===== src/rtl/cpu_types_pkg.sv =====
// Shared CPU datapath types.
//   word_t          32-bit architectural data word
//   muldiv_op_t     multiply/divide unit opcode (6 and 7 are reserved)
//   muldiv_state_t  multiply/divide unit sequencer states
//   MULDIV_ITER     number of iterative steps per multiply/divide
package cpu_types_pkg;

  typedef logic [31:0] word_t;

  typedef enum logic [2:0] {
    MULT  = 3'd0,
    MULTU = 3'd1,
    DIV   = 3'd2,
    DIVU  = 3'd3,
    MTHI  = 3'd4,
    MTLO  = 3'd5
  } muldiv_op_t;

  typedef enum logic [1:0] {
    IDLE = 2'd0,
    CALC = 2'd1,
    FIX  = 2'd2
  } muldiv_state_t;

  localparam int MULDIV_ITER = 32;

endpackage


===== src/rtl/muldiv_unit.sv =====
// Iterative multiply/divide unit holding the architectural HI/LO registers.
// MULT/MULTU/DIV/DIVU take 32 iteration steps plus a sign-fix cycle
// (33-cycle latency). MTHI/MTLO complete at the accepting edge.
// Ports:
//   CLK, RST         clock, asynchronous active-high reset
//   start, op        request and opcode (accepted only while idle)
//   rs_dat, rt_dat   operand A / operand B
//   cancel           flush: abort the in-flight operation, drop an idle request
//   busy             iterative operation in progress
//   done             one-cycle pulse after HI/LO were written
//   hi, lo           architectural HI/LO registers
module muldiv_unit
  import cpu_types_pkg::*;
(
  input  logic       CLK,
  input  logic       RST,
  input  logic       start,
  input  muldiv_op_t op,
  input  word_t      rs_dat,
  input  word_t      rt_dat,
  input  logic       cancel,
  output logic       busy,
  output logic       done,
  output word_t      hi,
  output word_t      lo
);

  muldiv_state_t state;
  logic [4:0]    cnt;
  logic [63:0]   acc;     // mult: {partial product, multiplier}; div: {remainder, quotient}
  word_t         a_mag;   // dividend magnitude, kept for the divide-by-zero result
  word_t         b_mag;   // multiplicand / divisor magnitude
  logic          is_div;
  logic          a_neg;   // remainder sign (dividend negative)
  logic          res_neg; // product / quotient sign
  logic          div0;

  // Operand magnitudes and signs at acceptance.
  logic  is_sgn, in_a_neg, in_b_neg, is_iter;
  word_t in_a_mag, in_b_mag;

  always_comb begin
    is_sgn   = (op == MULT) || (op == DIV);
    in_a_neg = is_sgn & rs_dat[31];
    in_b_neg = is_sgn & rt_dat[31];
    in_a_mag = in_a_neg ? (32'd0 - rs_dat) : rs_dat;
    in_b_mag = in_b_neg ? (32'd0 - rt_dat) : rt_dat;
    is_iter  = (op == MULT) || (op == MULTU) || (op == DIV) || (op == DIVU);
  end

  // One iteration step on the shared accumulator.
  logic [32:0] add_sum;
  logic [33:0] diff;
  logic [63:0] acc_step;

  always_comb begin
    add_sum  = {1'b0, acc[63:32]} + (acc[0] ? {1'b0, b_mag} : 33'd0);
    // After the left shift the partial remainder is 33 bits wide, so compare
    // with one extra bit to see the borrow.
    diff     = {1'b0, acc[63:31]} - {2'b00, b_mag};
    acc_step = {add_sum, acc[31:1]};
    if (is_div) begin
      if (!diff[33]) acc_step = {diff[31:0], acc[30:0], 1'b1};
      else           acc_step = {acc[62:0], 1'b0};
    end
  end

  // Sign fix-up of the magnitude result.
  logic [63:0] prod;
  word_t       fix_hi, fix_lo;

  always_comb begin
    prod = res_neg ? (64'd0 - acc) : acc;
    if (!is_div) begin
      fix_hi = prod[63:32];
      fix_lo = prod[31:0];
    end else if (div0) begin
      fix_hi = a_neg ? (32'd0 - a_mag) : a_mag;
      fix_lo = 32'hFFFF_FFFF;
    end else begin
      fix_hi = a_neg   ? (32'd0 - acc[63:32]) : acc[63:32];
      fix_lo = res_neg ? (32'd0 - acc[31:0])  : acc[31:0];
    end
  end

  always_ff @(posedge CLK or posedge RST) begin
    if (RST) begin
      state   <= IDLE;
      cnt     <= 5'd0;
      acc     <= 64'd0;
      a_mag   <= 32'd0;
      b_mag   <= 32'd0;
      is_div  <= 1'b0;
      a_neg   <= 1'b0;
      res_neg <= 1'b0;
      div0    <= 1'b0;
      busy    <= 1'b0;
      done    <= 1'b0;
      hi      <= 32'd0;
      lo      <= 32'd0;
    end else begin
      done <= 1'b0;
      case (state)
        IDLE: begin
          if (start && !cancel) begin
            if (is_iter) begin
              acc     <= {32'd0, in_a_mag};
              a_mag   <= in_a_mag;
              b_mag   <= in_b_mag;
              is_div  <= (op == DIV) || (op == DIVU);
              a_neg   <= in_a_neg;
              res_neg <= in_a_neg ^ in_b_neg;
              div0    <= (rt_dat == 32'd0);
              cnt     <= 5'(MULDIV_ITER - 1);
              busy    <= 1'b1;
              state   <= CALC;
            end else if (op == MTHI) begin
              hi   <= rs_dat;
              done <= 1'b1;
            end else if (op == MTLO) begin
              lo   <= rs_dat;
              done <= 1'b1;
            end
          end
        end
        CALC: begin
          if (cancel) begin
            busy  <= 1'b0;
            state <= IDLE;
          end else begin
            acc <= acc_step;
            cnt <= cnt - 5'd1;
            if (cnt == 5'd0) state <= FIX;
          end
        end
        FIX: begin
          busy  <= 1'b0;
          state <= IDLE;
          if (!cancel) begin
            hi   <= fix_hi;
            lo   <= fix_lo;
            done <= 1'b1;
          end
        end
        default: begin
          busy  <= 1'b0;
          state <= IDLE;
        end
      endcase
    end
  end

endmodule


===== config.mk =====
export PLATFORM = sky130hd
export DESIGN_NAME = muldiv_unit
export DESIGN_NICKNAME = d
export VERILOG_FILES = /design/src/rtl/cpu_types_pkg.sv /design/src/rtl/muldiv_unit.sv
export SDC_FILE = /design/constraint.sdc
export NUM_CORES = 1
export LEC_CHECK = 0
export BUFFER_PORTS_ARGS = -buffer_cell sky130_fd_sc_hd__buf_4
export CORE_MARGIN = 1.5
export CORE_UTILIZATION = 49
export DETAILED_ROUTE_END_ITERATION = 10
export PLACE_DENSITY = 0.78
export SYNTH_ARGS = -nofsm -noshare
export SYNTH_HDL_FRONTEND = slang
export SYNTH_SLANG_ARGS = --single-unit
export TNS_END_PERCENT = 30

===== constraint.sdc =====
create_clock -name CLK -period 6.35 [get_ports CLK]
set_clock_uncertainty 0.15 [all_clocks]
set_input_delay 0 -clock CLK [delete_from_list [all_inputs] [get_ports CLK]]
set_output_delay 0 -clock CLK [all_outputs]
set_load 0.05 [all_outputs]

; Yosys cells after proc, flatten, opt, wreduce, memory -nomap -nowiden
; Cells that the tools add are included.
[word_totals]
inputBits = 71
output_inout_bits = 66
reg_bits = 205
[op_classes]
mux = 47
n_eq_ne = 17
n_bitwise = 3
n_reduce_logical = 19
addsub = 9
[ops]
columns = operator, n
row1 = 2-to-1 mux 32 bit, 19
row2 = 2-to-1 mux 64 bit, 6
row3 = subtractor 1 x 32 -> 32 bit (first input constant), 5
row4 = one-hot mux 32 bit (2 select lines), 2
row5 = one-hot mux 64 bit (2 select lines), 1
row6 = subtractor 1 x 64 -> 64 bit (first input constant), 1
row7 = subtractor 33 x 32 -> 34 bit, 1
row8 = adder 32 x 32 -> 33 bit, 1
row9 = logical NOT 32 bit, 1
row10 = inequality test 2 bit (second input constant), 9
row11 = 2-to-1 mux 5 bit, 3
row12 = one-hot mux 5 bit (2 select lines), 1
row13 = AND reduction 3 bit, 3
row14 = 2-to-1 mux 1 bit, 8
row15 = 2-to-1 mux 2 bit, 4
row16 = == test 3 x 2 -> 1 bit (second input constant), 2
row17 = == test 3 bit (second input constant), 2
row18 = AND reduction 6 bit, 1
row19 = logical NOT 5 bit, 1
row20 = logical OR 1 bit, 5
row21 = AND reduction 5 bit, 1
row22 = subtractor 5 x 1 -> 5 bit (second input constant), 1
row23 = one-hot mux 1 bit (2 select lines), 2
row24 = one-hot mux 2 bit (2 select lines), 1
row25 = other kinds (12), 14

; Depth between registers and ports, before layout
; Gate-level depths: netlist of the first run.
[logic_depth]
ltp_word = 7
ltp_mapped = 14
depth_no_buf = 13

; Worst setup path after synthesis of the first run
; No wires, ideal clock.
[synth_timing]
path_kind = flip-flop to flip-flop
start = reg acc[0]
end = reg acc[62]
synth_period_minus_slack_ps = 3520
path_slack_ps = 2830
required_ps = 6096
arrival_time_ps = 3266
n_path_buf = 2
stages_incl_launch_ff = 15
cell_sequence = dfrtp_1 -> clkbuf_1 -> inv_1 -> clkbuf_1 -> nor2_1 -> ha_1 -> o211ai_1 -> o211ai_1 -> a41oi_1 -> o21ai_0 -> a31oi_1 -> a311oi_1 -> mux2i_1 -> xnor2_1 -> a221oi_1
[synth_via]
elab_chain_len = 5
[synth_lines]
columns = element, line
row1 = start: declaration, muldiv_unit.sv:30  ; logic [63:0] acc;
row2 = start signal: assignment, muldiv_unit.sv:107  ; acc <= {32'd0, in_a_mag};
row3 = start signal: assignment, muldiv_unit.sv:131  ; acc <= acc_step;
row4 = 2-to-1 mux 32 bit, muldiv_unit.sv:57  ; add_sum = {1'b0, acc[63:32]} + (acc[0] ? {1'b0, b_mag} : 33'd0);
row5 = adder 32 x 32 -> 33 bit, muldiv_unit.sv:57
row6 = 2-to-1 mux 64 bit, muldiv_unit.sv:62  ; if (is_div) begin
row7 = 2-to-1 mux 64 bit, muldiv_unit.sv:127  ; if (cancel) begin
row8 = one-hot mux 64 bit (2 select lines), muldiv_unit.sv:103  ; case (state)
; No other way between the ends. The select of a mux whose other input is x is not followed.
; A chain may end at the register's enable or synchronous reset.

; Worst setup path in the final report of the first run
[layout_timing]
start = reg acc[32]
end = reg acc[61]
[layout_via]
elab_chain_len = 5
elab_cells_between_ends = 6
cone_classes = 2 x add/sub / 4 x mux
[layout_lines]
columns = element, line
row1 = subtractor 33 x 32 -> 34 bit, muldiv_unit.sv:60  ; diff = {1'b0, acc[63:31]} - {2'b00, b_mag};
row2 = 2-to-1 mux 64 bit, muldiv_unit.sv:63  ; if (!diff[33]) acc_step = {diff[31:0], acc[30:0], 1'b1};
row3 = 2-to-1 mux 64 bit *, muldiv_unit.sv:62
row4 = 2-to-1 mux 64 bit *, muldiv_unit.sv:127
row5 = one-hot mux 64 bit (2 select lines) *, muldiv_unit.sv:103
; Every way passes the cells marked *; elsewhere a longest branch is shown, timed or not. The select of a mux whose other input is x is not followed.

==> results of run 1 <==
## final cells by class
type	instances	share of cell area
Timing Repair Buffer	261	0.110
Clock inverter	7	0.00574
Tap cell	455	0.0281
Multi-Input combinational cell	1741	0.551
Clock buffer	39	0.0390
Antenna cell	1	0.000124
Inverter	66	0.0126
Sequential cell	205	0.253
## sequential cells by signal, indices dropped and copies added (netlist names)
signal,count
done,1
a_neg,1
a_mag,32
acc,64
cnt,5
lo,32
hi,32
is_div,1
res_neg,1
b_mag,32
state,2
div0,1
busy,1
## metal layers
layer,vias up,part of all wire
li1,8050,-
met1,8397,0.42
met2,1001,0.43
met3,205,0.090
met4,0,0.057
met5,-,0
## per-stage QoR
stage | area (µm²) | hold WS [ns] | utilization | total power [µW] | cells
after detailed placement | 18300 | 0.0759 | 0.532 | 6780 | 2620
after global placement | 18300 | 0.0751 | 0.532 | 6690 | 2620
after global routing | 20300 | 0.211 | 0.589 | 9050 | 2774
after floorplan | 17000 | -0.0656 | - | 5500 | 2146
after CTS | 20300 | 0.162 | 0.589 | 8430 | 2774
final | 20300 | 0.101 | 0.589 | 8590 | 2775
## cell usage after synthesis, types with 41 or more instances
cell type  count  area [µm²]
nand2_1      271        1020
dfrtp_1      205        5130
xnor2_1      144        1260
o21ai_0      230        1150
a21oi_1      157         786
clkbuf_1     114         428
nor2_1       166         623
a21o_1        41         308
nor3_1        50         250
inv_1         66         248
xor2_1        79         692
ha_1          71         888
## logic make-up (layout without fill, tap and decap cells)
group | Yosys count | in the layout | share of synthesized area
AO/OA/AOI/OAI | 683 | 683 | 0.251
other | 0 | 1 | 0
multiplexers | 53 | 53 | 0.0334
AND/OR/NAND/NOR | 709 | 709 | 0.200
adder cells (fa/ha/maj) | 73 | 73 | 0.0545
buffers and inverters | 200 | 373 | 0.0453
flip-flops | 205 | 205 | 0.301
XOR/XNOR | 223 | 223 | 0.115
## timing repair
item | CTS | global route
setup endpoints to repair | 0 | 0
endpoints found under the hold margin | 331 | 0
hold buffers | 108 | 0
## power by group through the flow
stage          clock network, µW  registers, µW  logic, µW
2_1_floorplan                  0           2280       3220
3_3_place_gp                   0           2250       4450
3_5_place_dp                   0           2270       4510
4_1_cts                     1580           2250       4600
5_1_grt                     1640           2320       5090
6_report                    1580           2280       4720
## worst paths after layout
path	startpoint	end	slack (ns)	depth (start not counted)
max	acc[32]$_DFFE_PP0P_	acc[61]$_DFFE_PP0P_	1.96	12
min	RST	lo[24]$_DFFE_PP0P_	0.10	3
max reg2reg	acc[32]$_DFFE_PP0P_	acc[61]$_DFFE_PP0P_	1.96	12
min reg2reg	hi[4]$_DFFE_PP0P_	hi[4]$_DFFE_PP0P_	0.33	2
max in group asynchronous	RST	hi[10]$_DFFE_PP0P_	4.63	4
min in group CLK	rs_dat[5]	hi[5]$_DFFE_PP0P_	0.19	4
## worst max-delay path, delay by kind of cell, from the launching register on
family | cells | cell delay, ns
AO/OA/AOI/OAI | 7 | 2.45
AND/OR/NAND/NOR | 2 | 0.29
adder cells (fa/ha/maj) | 2 | 0.68
flip-flops | 1 | 0.64
buffers and inverters | 1 | 0.07
==> metrics.md, run 1 <==
| Metric | Value |
|---|---|
| Hold Crit Class | `in -> async` |
| GRT Total Usage | `0.330` |
| Part of the cycle the worst path needs | `0.692` |
| Pint | `4460 µW` |
| Met3 usage in global routing | `0.0473` |
| IO Port Bufs | `136` |
| Post-cts resize count | `0` |
| Setup TNS | `0 ns` |
| Wire per inst | `21.6 µm` |
| Slew @ Worst Pin | `1.28 ns` |
| Skew-Pair Late Insertion Delay | `0.55 ns` |
| Final hold vios | `0` |
| Initial Util | `0.495` |
| Relative slew slack | `0.149` |
| Clk sinks | `205` |
| TritonCTS clock tree | `done` |
| Maxcap violations | `0` |
| Layout cells sized above 1 | `0.114` |
| P_leak | `0.00869 µW` |
| DRT Wirelength | `60.0 mm` |
| Largest net degree at the start of global routing | `158` |
| Main synth FF type | `dfrtp_1` |
| VDD IR max | `242 µV` |
| Met1 Use GR | `0.450` |
| Syn_nets | `2290` |
| CTS root buf | `clkbuf_16` |
| Unrepaired setup endpoints after global routing | `false` |
| Syn avg cell area | `7.93 µm²` |
| Vias per inst | `6.36` |
| Bufs on Longest Clock Path | `3` |
| FP Rows | `68` |
| CP required | `6.62 ns` |
| Hpwl dp | `42.1 mm` |
| Sequential share of power | `0.266` |
| Sequential Area | `5130 µm²` |
| Pre-Repair DR Iteration Count | `6` |
| Vias in the first global route | `16776` |
| Final setup viols | `0` |
| Clk network pwr share | `0.184` |
| Netlist Area Pre-Place | `17000 µm²` |
| First-pass GRT wire length | `93.6 mm` |
| I/O pins | `137` |
| Most common cell after layout, fill and taps aside | `nand2_1` |
| Fillers | `3044` |
| Mapped Cells | `2146` |
| Dpl ws | `2.11 ns` |
| CORE AREA | `34400 µm²` |
| Antenna Nets Post-Route | `0` |
| Shortest period the worst path allows | `4.39 ns` |
| H-tree depth | `1` |
| Die area | `35900 µm²` |
| Post-synthesis cell type count | `83` |
| Layout area overhead | `19.0%` |
| Worst setup EP type | `flop` |
| Post-route DRC | `0` |
| Sequential-to-total area share from yosys stat | `0.301` |
| Post-synth EDFFs | `0` |
| Asr flop ratio synth | `1.00` |
| Worst endpoint data arrival time | `4.67 ns` |
| Critical-path cell list | `ha_1, inv_1, fa_1, nand2b_1, a21o_1, a211oi_1, o2111ai_1, a21boi_1, a221oi_1, o311ai_0, nor3_1, a221o_1` |
| WS Path Type | `reg -> reg` |
| Ys Warns | `0` |
| Switching power | `4130 µW` |
| Net Sw Frac | `0.481` |
| Slew Limit Fails | `0` |
| Comb power frac | `0.550` |
| Final worst slack | `1.96 ns` |
| GRT overflow | `0` |
| Grt peak-use layer | `met2` |
| Most frequent cells in the layout | `nand2_1 (269), o21ai_0 (230), dfrtp_1 (204), nor2_1 (162), a21oi_1 (157)` |
| Vias | `17653` |
| Pwr/cell area | `424 nW/µm²` |
| Die Y | `189 µm` |
| Slowest stage cell, crit path | `dfrtp_1` |
| Postcts setup bufs | `0` |
| Synthesized flop and latch total | `205` |
| Met2 GRT Util | `0.511` |
| Status | `completed` |
| Routability congestion estimate | `0.991` |
| Largest fanout on the critical path | `13` |
| Max stage delay on crit path | `0.64 ns` |
| Final Net Count | `2445` |
| CTS buffer count | `26` |
| Fmax | `0.228 GHz` |
| Worst-path clk slew | `0.06 ns` |
| Initial antenna violation count | `1` |
| Die Wd | `189 µm` |
| Crit start category | `flop` |
| Initial drt markers | `2010` |
| Combined area of the multi-input logic cells | `11200 µm²` |
No activity file was read; power rests on OpenSTA's default activity.
==> inputs of run 2 (changes only) <==
--- a/config.mk
+++ b/config.mk
@@ -9,7 +9,7 @@
 export CORE_MARGIN = 1.5
 export CORE_UTILIZATION = 49
 export DETAILED_ROUTE_END_ITERATION = 10
-export PLACE_DENSITY = 0.78
+export PLACE_DENSITY = 0.81
 export SYNTH_ARGS = -nofsm -noshare
 export SYNTH_HDL_FRONTEND = slang
 export SYNTH_SLANG_ARGS = --single-unit
==> constraint.sdc (replaced) <==
create_clock -name CLK -period 3.7 [get_ports CLK]
set_clock_uncertainty 0.15 [all_clocks]
set_input_delay 0 -clock CLK [delete_from_list [all_inputs] [get_ports CLK]]
set_output_delay 0 -clock CLK [all_outputs]
set_load 0.05 [all_outputs]
==> run 2 against run 1 <==
Total power rose by 75%. First-iteration DRC count shrank 17%. Count of clock-buffer cells in the layout shrank 3. Global-route usage is 0.50 points higher. Combinational power rose by 88%. Wire length is 3.0% higher. Design area is 3.4% higher. Non-clock buffer count grew 79. Setup slack lost 1.9 ns. Largest power group unchanged.
==> metrics.md, run 2 (synthesis gave the netlist of run 1 again) <==
| Metric | Value |
|---|---|
| Status | `completed` |
| Part of the cycle the worst path needs | `0.990` |
| Clk network pwr share | `0.175` |
| Pwr Total | `15100 µW` |
| Clk sinks | `205` |
| CTS root buf | `clkbuf_16` |
| Crit start category | `input port` |
| Post-route DRC | `0` |
| Initial antenna violation count | `2` |
| Antenna Nets Post-Route | `0` |
| IO Port Bufs | `136` |
| Utilization after layout | `0.610` |
| Bufs on Longest Clock Path | `3` |
| Slowest stage cell, crit path | `or4_1` |
| Relative slew slack | `0.116` |
| Worst setup EP type | `flop` |
| First-pass GRT wire length | `95.5 mm` |
| Final setup viols | `0` |
| Net Sw Frac | `0.475` |
| Sequential share of power | `0.236` |
| Pre-Repair DR Iteration Count | `6` |
| P_leak | `0.00911 µW` |
| CTS buffer count | `26` |
| Shortest period the worst path allows | `3.66 ns` |
| Slew @ Worst Pin | `1.33 ns` |
| Slew Limit Fails | `0` |
| FP Rows | `68` |
| Dpl ws | `-0.0525 ns` |
| Final hold vios | `0` |
| Skew-Pair Late Insertion Delay | `0.55 ns` |
| VDD IR max | `433 µV` |
| Biggest register | `acc` |
| Die area | `35900 µm²` |
| I/O pins | `137` |
| CP required | `4.00 ns` |
| Layout cells sized above 1 | `0.149` |
| Final worst slack | `0.0362 ns` |
| Max stage delay on crit path | `0.60 ns` |
| DRT Wirelength | `61.8 mm` |
| Routability congestion estimate | `0.988` |
| Fmax | `0.273 GHz` |
| Final Net Count | `2524` |
| Pwr/cell area | `719 nW/µm²` |
| Vias | `17906` |
| Largest fanout on the critical path | `5` |
| Vias per inst | `6.27` |
| Initial Util | `0.495` |
| Pint | `7910 µW` |
| Largest register FFs | `64` |
| Die Y | `189 µm` |
| Wire per inst | `21.6 µm` |
| Worst endpoint data arrival time | `3.97 ns` |
| Most common cell after layout, fill and taps aside | `nand2_1` |
| Largest net degree at the start of global routing | `97` |
| Hpwl dp | `44.8 mm` |
| Cell repeated most along the worst path | `dlygate4sd3_1` |
| TritonCTS clock tree | `done` |
| Most frequent cells in the layout | `nand2_1 (269), buf_4 (234), o21ai_0 (230), dfrtp_1 (204), nor2_1 (163)` |
| Hold Crit Class | `in -> reg` |
| Vias in the first global route | `17402` |
| Switching power | `7140 µW` |
| Comb power frac | `0.589` |
| GRT overflow | `0` |
| Worst-path clk slew | `0.06 ns` |
| H-tree depth | `1` |
| WS Path Type | `in -> reg` |
| Critical-path cell list | `dlygate4sd3_1, buf_4, or4_1, nor4_4, nor3b_4, nand2b_1, nor3_4, nand2_1, o21ai_0, dlygate4sd3_1, nand3_1, dlygate4sd3_1, o21ai_0` |
| Maxcap violations | `0` |
| Initial drt markers | `1660` |
| CORE AREA | `34400 µm²` |
| Layout area overhead | `23.0%` |
| GRT Total Usage | `0.335` |
| Die Wd | `189 µm` |
[run 2: cell count changes in the layout (fill, tap and decap cells not counted), sizes merged]
cell         delta
inv             +1
buf            +86
clkinvlp        +3
bufinv          -1
dlygate4sd3     -7
clkbuf          -3
[run 2: power by group through the flow]
stage | Clock (µW) | Combinational, µW | Sequential [µW]
floorplan | 0 | 5530 | 3910
global placement | 0 | 8350 | 3530
detailed placement | 0 | 8460 | 3560
CTS | 2640 | 8600 | 3530
global route | 2740 | 9560 | 3620
finish | 2640 | 8860 | 3550
[run 2: stage by stage]
| stage | std cells | setup TNS, ns | hold slack [ns] | area, µm² |
|---|---|---|---|---|
| 2_1_floorplan | 2146 | 0 | -0.0656 | 17000 |
| 3_3_place_gp | 2704 | 0 | -0.0461 | 19000 |
| 3_5_place_dp | 2704 | -0.0997 | -0.0235 | 19000 |
| 4_1_cts | 2851 | 0 | 0.0635 | 20800 |
| 5_1_grt | 2854 | -0.0686 | 0.212 | 21000 |
| 6_report | 2854 | 0 | 0.171 | 21000 |
[run 2: worst paths after layout]
check / startpoint / endpoint / slack [ns] / cells after the start
worst max-delay path: rt_dat[6] / b_mag[31]$_DFFE_PP0P_ / 0.04 / 13
min in group asynchronous: RST / acc[23]$_DFFE_PP0P_ / 0.53 / 4
worst min register to register: lo[2]$_DFFE_PP0P_ / lo[2]$_DFFE_PP0P_ / 0.33 / 2
worst max register to register: b_mag[18]$_DFFE_PP0P_ / acc[61]$_DFFE_PP0P_ / 0.18 / 11
worst min-delay path: rt_dat[8] / b_mag[12]$_DFFE_PP0P_ / 0.17 / 6
max in group asynchronous: RST / b_mag[19]$_DFFE_PP0P_ / 1.81 / 5
[run 2: repair_timing]
item	CTS	global route
buffers inserted	0	2
endpoints found under the hold margin	336	0
gates cloned	0	0
pin swaps	0	5
hold buffers	101	0
endpoints found under the setup margin	2	31
gates resized for setup	1	13
[run 2: worst max-delay path: cells and delay by family]
family                 cells  cell delay (ns)
AOI/OAI and AO/OA          2             0.30
and+or+nand+nor            7             1.82
buffers and inverters      4             1.85
[run 2: cell type report]
type                            count  area (µm²)
Timing Repair Buffer              340        2870
Tap cell                          455         569
Inverter                           66         251
Clock inverter                     10         115
Clock buffer                       36         759
Fill cell                        2907       13400
Sequential cell                   205        5130
Antenna cell                        1        2.50
Multi-Input combinational cell   1741       11300
[run 2: metal layers]
metal	vias to the layer above	wire [µm]	GRT usage
met5	-	16	0
met4	2	3000	0.152
met1	8596	25100	0.437
met3	191	5230	0.0497
li1	8202	-	-
met2	915	28400	0.549
